**config.mk**
```make
export PLATFORM = sky130hd
export DESIGN_NAME = sap_ctrl_seq_flat
export DESIGN_NICKNAME = d
export VERILOG_FILES = /design/src/rtl/sap_ctrl_seq_if.sv /design/src/rtl/sap_ctrl_seq.sv /design/src/flat_wrapper.sv
export SDC_FILE = /design/constraint.sdc
export NUM_CORES = 1
export LEC_CHECK = 0
export ABC_CLOCK_PERIOD_IN_PS = 1900
export BUFFER_PORTS_ARGS = -buffer_cell sky130_fd_sc_hd__buf_2
export CELL_PAD_IN_SITES_DETAIL_PLACEMENT = 2
export CELL_PAD_IN_SITES_GLOBAL_PLACEMENT = 2
export CORE_UTILIZATION = 18
export CTS_BUF_LIST = sky130_fd_sc_hd__clkbuf_4
export DETAILED_ROUTE_END_ITERATION = 6
export PLACE_DENSITY_LB_ADDON = 0.1
export SLEW_MARGIN = 10
export SYNTH_ARGS = -nofsm -noshare
export SYNTH_HDL_FRONTEND = slang
export SYNTH_SLANG_ARGS = --single-unit
export TNS_END_PERCENT = 5
```
**constraint.sdc**
```tcl
create_clock -name clk -period 1.9 [get_ports clk]
set_clock_uncertainty 0.05 [all_clocks]
set_input_delay 0.57 -clock clk [delete_from_list [all_inputs] [get_ports clk]]
set_output_delay 0.57 -clock clk [all_outputs]
set_load 0.01 [all_outputs]
```
**src/rtl/sap_ctrl_seq_if.sv**
```systemverilog
// Bundles the IR opcode input with the sequencer's control outputs (ctrl word, one-hot T-state, halt flag).
// master = sequencer side; slave = the register/datapath side or a bench.
interface sap_ctrl_seq_if;
  logic [3:0]  opcode;
  logic [11:0] ctrl;
  logic [5:0]  t_state;
  logic        halted;

  modport master (
    input  opcode,
    output ctrl,
    output t_state,
    output halted
  );

  modport slave (
    output opcode,
    input  ctrl,
    input  t_state,
    input  halted
  );
endinterface

```
**src/rtl/sap_ctrl_seq.sv**
```systemverilog
// SAP-1 controller-sequencer: six-state T1..T6 ring plus microcode decode into the 12-bit active-low-load control word.
// Optional feature macro SINGLE_STEP_EN adds a 'step' qualifier that gates state advance and control output.
module sap_ctrl_seq #(
  parameter logic [3:0] OP_LDA = 4'h0,
  parameter logic [3:0] OP_ADD = 4'h1,
  parameter logic [3:0] OP_SUB = 4'h2,
  parameter logic [3:0] OP_OUT = 4'hE,
  parameter logic [3:0] OP_HLT = 4'hF
) (
  input  logic clk,
  input  logic rst,
`ifdef SINGLE_STEP_EN
  input  logic step,
`endif
  sap_ctrl_seq_if.master bus
);

  // Word layout: {Cp,Ep,Lm_n,CE_n,Li_n,Ei_n,La_n,Ea,Su,Eu,Lb_n,Lo_n}
  localparam logic [11:0] NOP_W     = 12'h3E3;
  localparam logic [11:0] T1_W      = 12'h5E3;
  localparam logic [11:0] T2_W      = 12'hBE3;
  localparam logic [11:0] T3_W      = 12'h263;
  localparam logic [11:0] MEM_ADR_W = 12'h1A3;
  localparam logic [11:0] LDA_T5_W  = 12'h2C3;
  localparam logic [11:0] LDB_T5_W  = 12'h2E1;
  localparam logic [11:0] ADD_T6_W  = 12'h3C7;
  localparam logic [11:0] SUB_T6_W  = 12'h3CF;
  localparam logic [11:0] OUT_T4_W  = 12'h3F2;

  typedef enum logic [2:0] {
    S_IDLE = 3'd0,
    S_T1   = 3'd1,
    S_T2   = 3'd2,
    S_T3   = 3'd3,
    S_T4   = 3'd4,
    S_T5   = 3'd5,
    S_T6   = 3'd6,
    S_HALT = 3'd7
  } state_t;

  state_t      state_q;
  state_t      state_d;
  logic        adv;
  logic [11:0] word;
  logic [5:0]  t_oh;
  logic        halt_o;

`ifdef SINGLE_STEP_EN
  assign adv = step;
`else
  assign adv = 1'b1;
`endif

  always_ff @(posedge clk) begin
    if (rst) begin
      state_q <= S_IDLE;
    end else begin
      state_q <= state_d;
    end
  end

  always_comb begin
    state_d = state_q;
    word    = NOP_W;
    t_oh    = 6'b000000;
    halt_o  = 1'b0;
    unique case (state_q)
      S_IDLE: begin
        if (adv) state_d = S_T1;
      end
      S_T1: begin
        word = T1_W;
        t_oh = 6'b000001;
        if (adv) state_d = S_T2;
      end
      S_T2: begin
        word = T2_W;
        t_oh = 6'b000010;
        if (adv) state_d = S_T3;
      end
      S_T3: begin
        word = T3_W;
        t_oh = 6'b000100;
        if (adv) state_d = S_T4;
      end
      S_T4: begin
        t_oh = 6'b001000;
        if (bus.opcode == OP_LDA || bus.opcode == OP_ADD || bus.opcode == OP_SUB) begin
          word = MEM_ADR_W;
        end else if (bus.opcode == OP_OUT) begin
          word = OUT_T4_W;
        end
        // HLT leaves T4 straight into HALT instead of finishing the instruction
        if (adv) state_d = (bus.opcode == OP_HLT) ? S_HALT : S_T5;
      end
      S_T5: begin
        t_oh = 6'b010000;
        if (bus.opcode == OP_LDA) begin
          word = LDA_T5_W;
        end else if (bus.opcode == OP_ADD || bus.opcode == OP_SUB) begin
          word = LDB_T5_W;
        end
        if (adv) state_d = S_T6;
      end
      S_T6: begin
        t_oh = 6'b100000;
        if (bus.opcode == OP_ADD) begin
          word = ADD_T6_W;
        end else if (bus.opcode == OP_SUB) begin
          word = SUB_T6_W;
        end
        if (adv) state_d = S_T1;
      end
      S_HALT: begin
        halt_o = 1'b1;
      end
      default: begin
        state_d = S_IDLE;
      end
    endcase
  end

  // While waiting for a step, hold every line inactive so no register loads twice
  assign bus.ctrl    = adv ? word : NOP_W;
  assign bus.t_state = t_oh;
  assign bus.halted  = halt_o;

endmodule

```
**src/flat_wrapper.sv**
```systemverilog
// flat-port wrapper written by rule: the top's interface ports become plain ports
module sap_ctrl_seq_flat 
#(
  parameter logic [3:0] OP_LDA = 4'h0,
  parameter logic [3:0] OP_ADD = 4'h1,
  parameter logic [3:0] OP_SUB = 4'h2,
  parameter logic [3:0] OP_OUT = 4'hE,
  parameter logic [3:0] OP_HLT = 4'hF
)
  (clk, rst, bus_opcode, bus_ctrl, bus_t_state, bus_halted);
  sap_ctrl_seq_if bus_i ();
  input  logic clk;
  input  logic rst;
  input wire logic [$bits(bus_i.opcode)-1:0] bus_opcode;
  output wire logic [$bits(bus_i.ctrl)-1:0] bus_ctrl;
  output wire logic [$bits(bus_i.t_state)-1:0] bus_t_state;
  output wire logic [$bits(bus_i.halted)-1:0] bus_halted;
  assign bus_i.opcode = bus_opcode;
  assign bus_ctrl = bus_i.ctrl;
  assign bus_t_state = bus_i.t_state;
  assign bus_halted = bus_i.halted;
  sap_ctrl_seq #(.OP_LDA(OP_LDA), .OP_ADD(OP_ADD), .OP_SUB(OP_SUB), .OP_OUT(OP_OUT), .OP_HLT(OP_HLT)) u_core (.clk(clk), .rst(rst), .bus(bus_i));
endmodule
```
==> flow_summary.toml, run 1 <==
[synthesis]
synth-seq-area-share = 0.184
synth-seq-cells = 3
mappedNetlistNets = 53
mappedNetlistArea_um2 = 327
synth-main-ff-cell = "dfxtp_1"
synth_edf_count = 0
async_flop_share = 0
syn_area_per_cell_um2 = 6.95
ys_types = 29
synth_cells = 47
yosys_warnings = 0

[global_route]
gr-usage-all-layers = 0.157
grt_pass1_wl_mm = 2.17
grt_pass1_vias = 476
overflow = 0
antenna_found_initial = 0
grt_max_degree = 9

[critical_path]
worstPathArrival_ns = 1.54
crit_path_end_kind = "output port"
crit_fanout = 3
crit_type = "input pin to output port"
start_kind = "input pin"
required_ns = 1.28

[timing]
timing.final.crit_period_ns = 2.16
finalHoldViolations = 0
final.setup.worst_slack_ns = -0.257
setup_viol = 10
tightest_slew_ns = 0.249
fmax_ghz = 0.464
slew_headroom = 0.833
timing.final.crit_share = 1.14
whs_ns = 0.469
rsz0062_at_grt = "true"
slew_violations = 0

[status]
status = "complete, but fails checks"
violations = "design-rule violations, negative setup slack"

[finish]
diodes = 0
largest_register_ff_count = 3
nFillCells = 204
final-seq-area_um2 = 61.3
multi_input_area_um2 = 251
registers.top_by_ff_count = "u_core.state_q"
fin_nets = 91
drive_gt1_frac = 0.619
areaGrowthSynthToFinish_pct = 92.7
reg.largest.list = "u_core.state_q x3"
final_util = 0.368

[drt]
wl_per_cell_um = 12.5
vias_per_cell = 4.35
dr.pass1.iters = 5
via_count = 474
wirelength_mm = 1.36
drtIter0Drc = 3
drc = 1
drtAntennaViolNets = 0

[clock_tree]
cts_made_buffers = 3
clock-sinks = 3
htree_levels = 1
clk_pin_slew_ns = 0.04
cts_hold_buf = 0
cts_buffer_depth = 2
cts_tree = "yes"
cts_setup_buffers = 0
cts-root-buf = "clkbuf_4"
clkLatencyLatePin_ns = 0.24

[die]
io_pins = 25
fp-row-count = 15
dieWidth_um = 44.6
core_region_area_um2 = 1710
chipHeight_um = 44.6
start_util = 0.191
die_area_um2 = 1990

[place]
gp_congestion = 0.698
dp_hpwl_mm = 1.02
pre_cts_ws_ns = -0.265
numPortBuffers = 24

[pwr]
fin_total_pwr_uw = 314
leakage_nw = 0.316
vdd_ir_drop_max_mv = 0.204
p_per_area_nw_per_um2 = 499

[flow_run]
drv_cap = 0

[worst_hold_path]
hp-class = "input pin to flip-flop"
per-layer routing:
layer	GRT usage	vias up	share of wire
met1	0.201	225	0.46
met2	0.235	13	0.49
met4	0.109	0	0.011
met3	0.0286	2	0.038
met5	0	-	0
li1	-	234	-
synthesized netlist by cell type, types with 2 or more instances:
| library cell | count | area [um^2] |
|---|---|---|
| nor2_1 | 7 | 26.3 |
| nor3_1 | 2 | 10.0 |
| clkbuf_1 | 2 | 7.51 |
| buf_4 | 2 | 15.0 |
| dfxtp_1 | 3 | 60.1 |
| nor2b_1 | 2 | 12.5 |
| a211oi_1 | 2 | 15.0 |
| nand2_1 | 4 | 15.0 |
| nand2b_1 | 2 | 12.5 |
| a21oi_1 | 2 | 10.0 |
cells in the final DEF, fill, tap and decap left out:
master	instances
nand2b_1	2
o21bai_1	1
a311oi_1	1
nor4b_2	1
clkbuf_4	4
dfxtp_1	2
and4_1	1
nand3_1	1
buf_8	1
nor2_2	1
nand4_1	1
buf_4	14
dfxtp_2	1
nor2b_1	2
xor2_1	1
and3_2	1
inv_1	1
nand3b_1	1
a211oi_1	2
nor2_1	6
nor3_1	1
a21o_1	1
o21ai_0	1
buf_6	2
or2b_1	1
inv_2	1
xnor2_2	1
nand2_1	4
and2b_2	1
buf_2	21
a21oi_1	2
or3_4	2
nor3_2	1
per-stage QoR:
step,std cells,area [um^2],TNS [ns]
2_1_floorplan,47,333,-0.0533
3_3_place_gp,105,556,-1.29
3_5_place_dp,105,556,-1.38
4_1_cts,109,607,-1.41
5_1_grt,109,629,-2.06
6_report,109,629,-1.31
cell type report:
| cell class | count | share of cell area |
|---|---|---|
| Clock buffer | 4 | 0.0477 |
| Timing Repair Buffer | 38 | 0.394 |
| Inverter | 2 | 0.0119 |
| Sequential cell | 3 | 0.0974 |
| Multi-Input combinational cell | 37 | 0.400 |
| Tap cell | 25 | 0.0497 |
power by group:
| group | leakage [nW] | switching (mW) | internal (mW) |
|---|---|---|---|
| Sequential | 0.0253 | 0.00523 | 0.0683 |
| Combinational | 0.272 | 0.0545 | 0.0522 |
| Clock | 0.0184 | 0.0403 | 0.0934 |
repair_timing:
action                                  4_1_cts  5_1_grt
pin swaps                                     1        1
endpoints found under the setup margin       10       10
resized for setup                             5        4
kinds of logic after synthesis:
kind of cell / after synthesis / share of synthesized area
compound gates: 8 / 0.165
xor+xnor: 2 / 0.0536
buf+inv: 7 / 0.126
flops: 3 / 0.184
simple gates: 27 / 0.471
final timing paths:
| path | slack [ns] | end | cells past startpoint | startpoint |
|---|---|---|---|---|
| worst max-delay path | -0.26 | bus_ctrl[1] | 4 | bus_opcode[3] |
| worst min-delay path | 0.47 | u_core.state_q[2] | 2 | rst |
| worst max register to register | 0.58 | u_core.state_q[1] | 5 | u_core.state_q[2] |
| worst min register to register | 0.60 | u_core.state_q[0] | 2 | u_core.state_q[0] |
worst max-delay path, stage by stage:
cell and delay (ns):
buf_8 0.10, or3_4 0.37, or3_4 0.37, buf_6 0.13
Note: power is estimated with default switching activity, not from simulation.
==> run 2, diff against run 1 <==
--- a/config.mk
+++ b/config.mk
@@ -5,11 +5,12 @@
 export SDC_FILE = /design/constraint.sdc
 export NUM_CORES = 1
 export LEC_CHECK = 0
+export ABC_AREA = 1
 export ABC_CLOCK_PERIOD_IN_PS = 1900
 export BUFFER_PORTS_ARGS = -buffer_cell sky130_fd_sc_hd__buf_2
 export CELL_PAD_IN_SITES_DETAIL_PLACEMENT = 2
 export CELL_PAD_IN_SITES_GLOBAL_PLACEMENT = 2
-export CORE_UTILIZATION = 18
+export CORE_UTILIZATION = 17
 export CTS_BUF_LIST = sky130_fd_sc_hd__clkbuf_4
 export DETAILED_ROUTE_END_ITERATION = 6
 export PLACE_DENSITY_LB_ADDON = 0.1
==> run 2 against run 1 <==
Effect of this change:
- the run now ends clean
- wire length is 8.7% lower
- critical path depth rose by 4
- final cell count grew 7.3%
- synthesized area is 2.7% higher
- critical endpoint is now bus_ctrl[5]
- largest power group unchanged
- highest routed layer is now met3
==> flow_summary.toml, run 2 <==
[critical_path]
start_kind = "input pin"
crit_path_end_kind = "output port"
crit_type = "input pin to output port"
critPathMaxStageDelay_ns = 0.16
worstPathArrival_ns = 1.25
cp_slowest_cell = "nor2_4"
path_cells = "buf_2, nor2_4, nand2_2, nand2_1, nand2_1, inv_1, nand2_1, buf_2"
crit_fanout = 5
required_ns = 1.28
ff2ff_path_depth = 5
crit_top_cell = "nand2_1"

[clock_tree]
htree_levels = 1
clock-sinks = 3
cts_buffer_depth = 2
cts_setup_buffers = 0
clkLatencyLatePin_ns = 0.23
clk_pin_slew_ns = 0.03
cts_made_buffers = 3
cts-root-buf = "clkbuf_4"
cts_hold_buf = 0
cts_tree = "yes"

[synthesis]
mappedNetlistArea_um2 = 335
synth-seq-area-share = 0.179
yosys.area.top_type_share = 0.213
synth.area.top_cells = "nand2_1 21%, dfxtp_1 18%, nor2_1 10%"
yosysMostFrequentCell = "nand2_1"
synth-seq-cells = 3
yosys_warnings = 0
synthTopCellsByCount = "19 x nand2_1, 9 x nor2_1, 7 x inv_1"
async_flop_share = 0
synth_cells = 62
synth_edf_count = 0
synth_top_area_cell = "nand2_1"
synth-main-ff-cell = "dfxtp_1"
ys_types = 15
syn_area_per_cell_um2 = 5.41
mappedNetlistNets = 68

[finish]
drive_gt1_frac = 0.565
final_cell_mix = "24 x buf_2, 16 x nand2_1, 7 x nor2_1"
largest_register_ff_count = 3
final_common_cell = "buf_2"
reg.largest.list = "u_core.state_q x3"
fin_cells = 117
registers.top_by_ff_count = "u_core.state_q"
fin_nets = 99
nFillCells = 241
diodes = 0
areaGrowthSynthToFinish_pct = 70.9

[global_route]
grt_pass1_vias = 448
grt_max_degree = 8
gr-usage-all-layers = 0.136
antenna_found_initial = 0
overflow = 0
grt_pass1_wl_mm = 1.99

[die]
chipHeight_um = 46.4
die_area_um2 = 2150
core_region_area_um2 = 1780
io_pins = 25
dieWidth_um = 46.4
fp-row-count = 15
start_util = 0.188

[timing]
final.setup.worst_slack_ns = 0.0277
slew_headroom = 0.860
timing.final.crit_share = 0.985
fmax_ghz = 0.534
tightest_slew_ns = 0.209
timing.final.crit_period_ns = 1.87
slew_violations = 0
setup_viol = 0
rsz0062_at_grt = "true"
whs_ns = 0.456
finalHoldViolations = 0

[place]
pre_cts_ws_ns = -0.120
dp_hpwl_mm = 1.05
numPortBuffers = 24
place_inst = 113
gp_congestion = 0.677

[drt]
drc = 0
drtIter0Drc = 1
vias_per_cell = 4.22
dr.pass1.iters = 2
drtAntennaViolNets = 0
wirelength_mm = 1.24
wl_per_cell_um = 10.6
via_count = 494

[pwr]
vdd_ir_drop_max_mv = 0.326
leakage_nw = 0.318
p_per_area_nw_per_um2 = 561

[flow_run]
drv_cap = 0

[worst_hold_path]
hp-class = "input pin to flip-flop"
whs_path_depth = 2

[status]
status = "completed"
==> run 2: final timing paths <==
path                       end  slack (ns)              start
min          u_core.state_q[0]        0.46                rst
max                bus_ctrl[5]        0.03      bus_opcode[3]
min reg2reg  u_core.state_q[0]        0.47  u_core.state_q[0]
max reg2reg  u_core.state_q[1]        0.99  u_core.state_q[2]
==> run 2: worst max-delay path: cells and delay by family <==
| family | cells | cell delay, ns |
|---|---|---|
| and+or+nand+nor | 5 | 0.40 |
| buffers and inverters | 3 | 0.29 |
==> run 2: final cells by class <==
class                   count  area [um^2]  area share
multi-input cells          46          246       0.430
repair buffers             28          150       0.262
flip-flops and latches      3         68.8       0.120
inverters                  11         46.3      0.0808
well taps                  25         31.3      0.0546
clock buffers               4         30.0      0.0524
==> run 2: metrics by stage <==
stage                     power [mW]   util  instance area (um^2)  setup TNS [ns]
after floorplan                0.144      -                   335               0
after global placement         0.185  0.281                   502          -0.296
after detailed placement       0.187  0.281                   502          -0.401
after CTS                      0.328  0.307                   548               0
after global routing           0.354  0.321                   573          -0.261
final                          0.321  0.321                   573               0
==> run 2: where the power goes <==
group / internal, mW / total, mW / switching [mW]
Clock: 0.0929 / 0.127 / 0.0337
Sequential: 0.0704 / 0.0869 / 0.0165
Combinational: 0.0430 / 0.108 / 0.0647
Total: 0.206 / 0.321 / 0.115
==> run 2: what timing repair did <==
item / CTS / global route
gates resized for setup: 7 / 10
gates cloned: 0 / 0
pin swaps: 0 / 1
setup endpoints to repair: 10 / 7
==> run 2: cells by family after synthesis <==
group | count (synthesis) | synth area share
compound gates | 6 | 0.0896
buf+inv | 13 | 0.168
flops | 3 | 0.179
simple gates | 40 | 0.563
==> run 2: per-layer routing <==
metal | share of wire | wire length [um] | GRT usage | vias to the layer above
met3 | 0.049 | 61 | 0.0353 | 0
met1 | 0.46 | 571 | 0.188 | 227
li1 | - | - | - | 254
met5 | 0 | 0 | 0 | -
met4 | 0 | 0 | 0.0882 | 0
met2 | 0.49 | 610 | 0.181 | 13
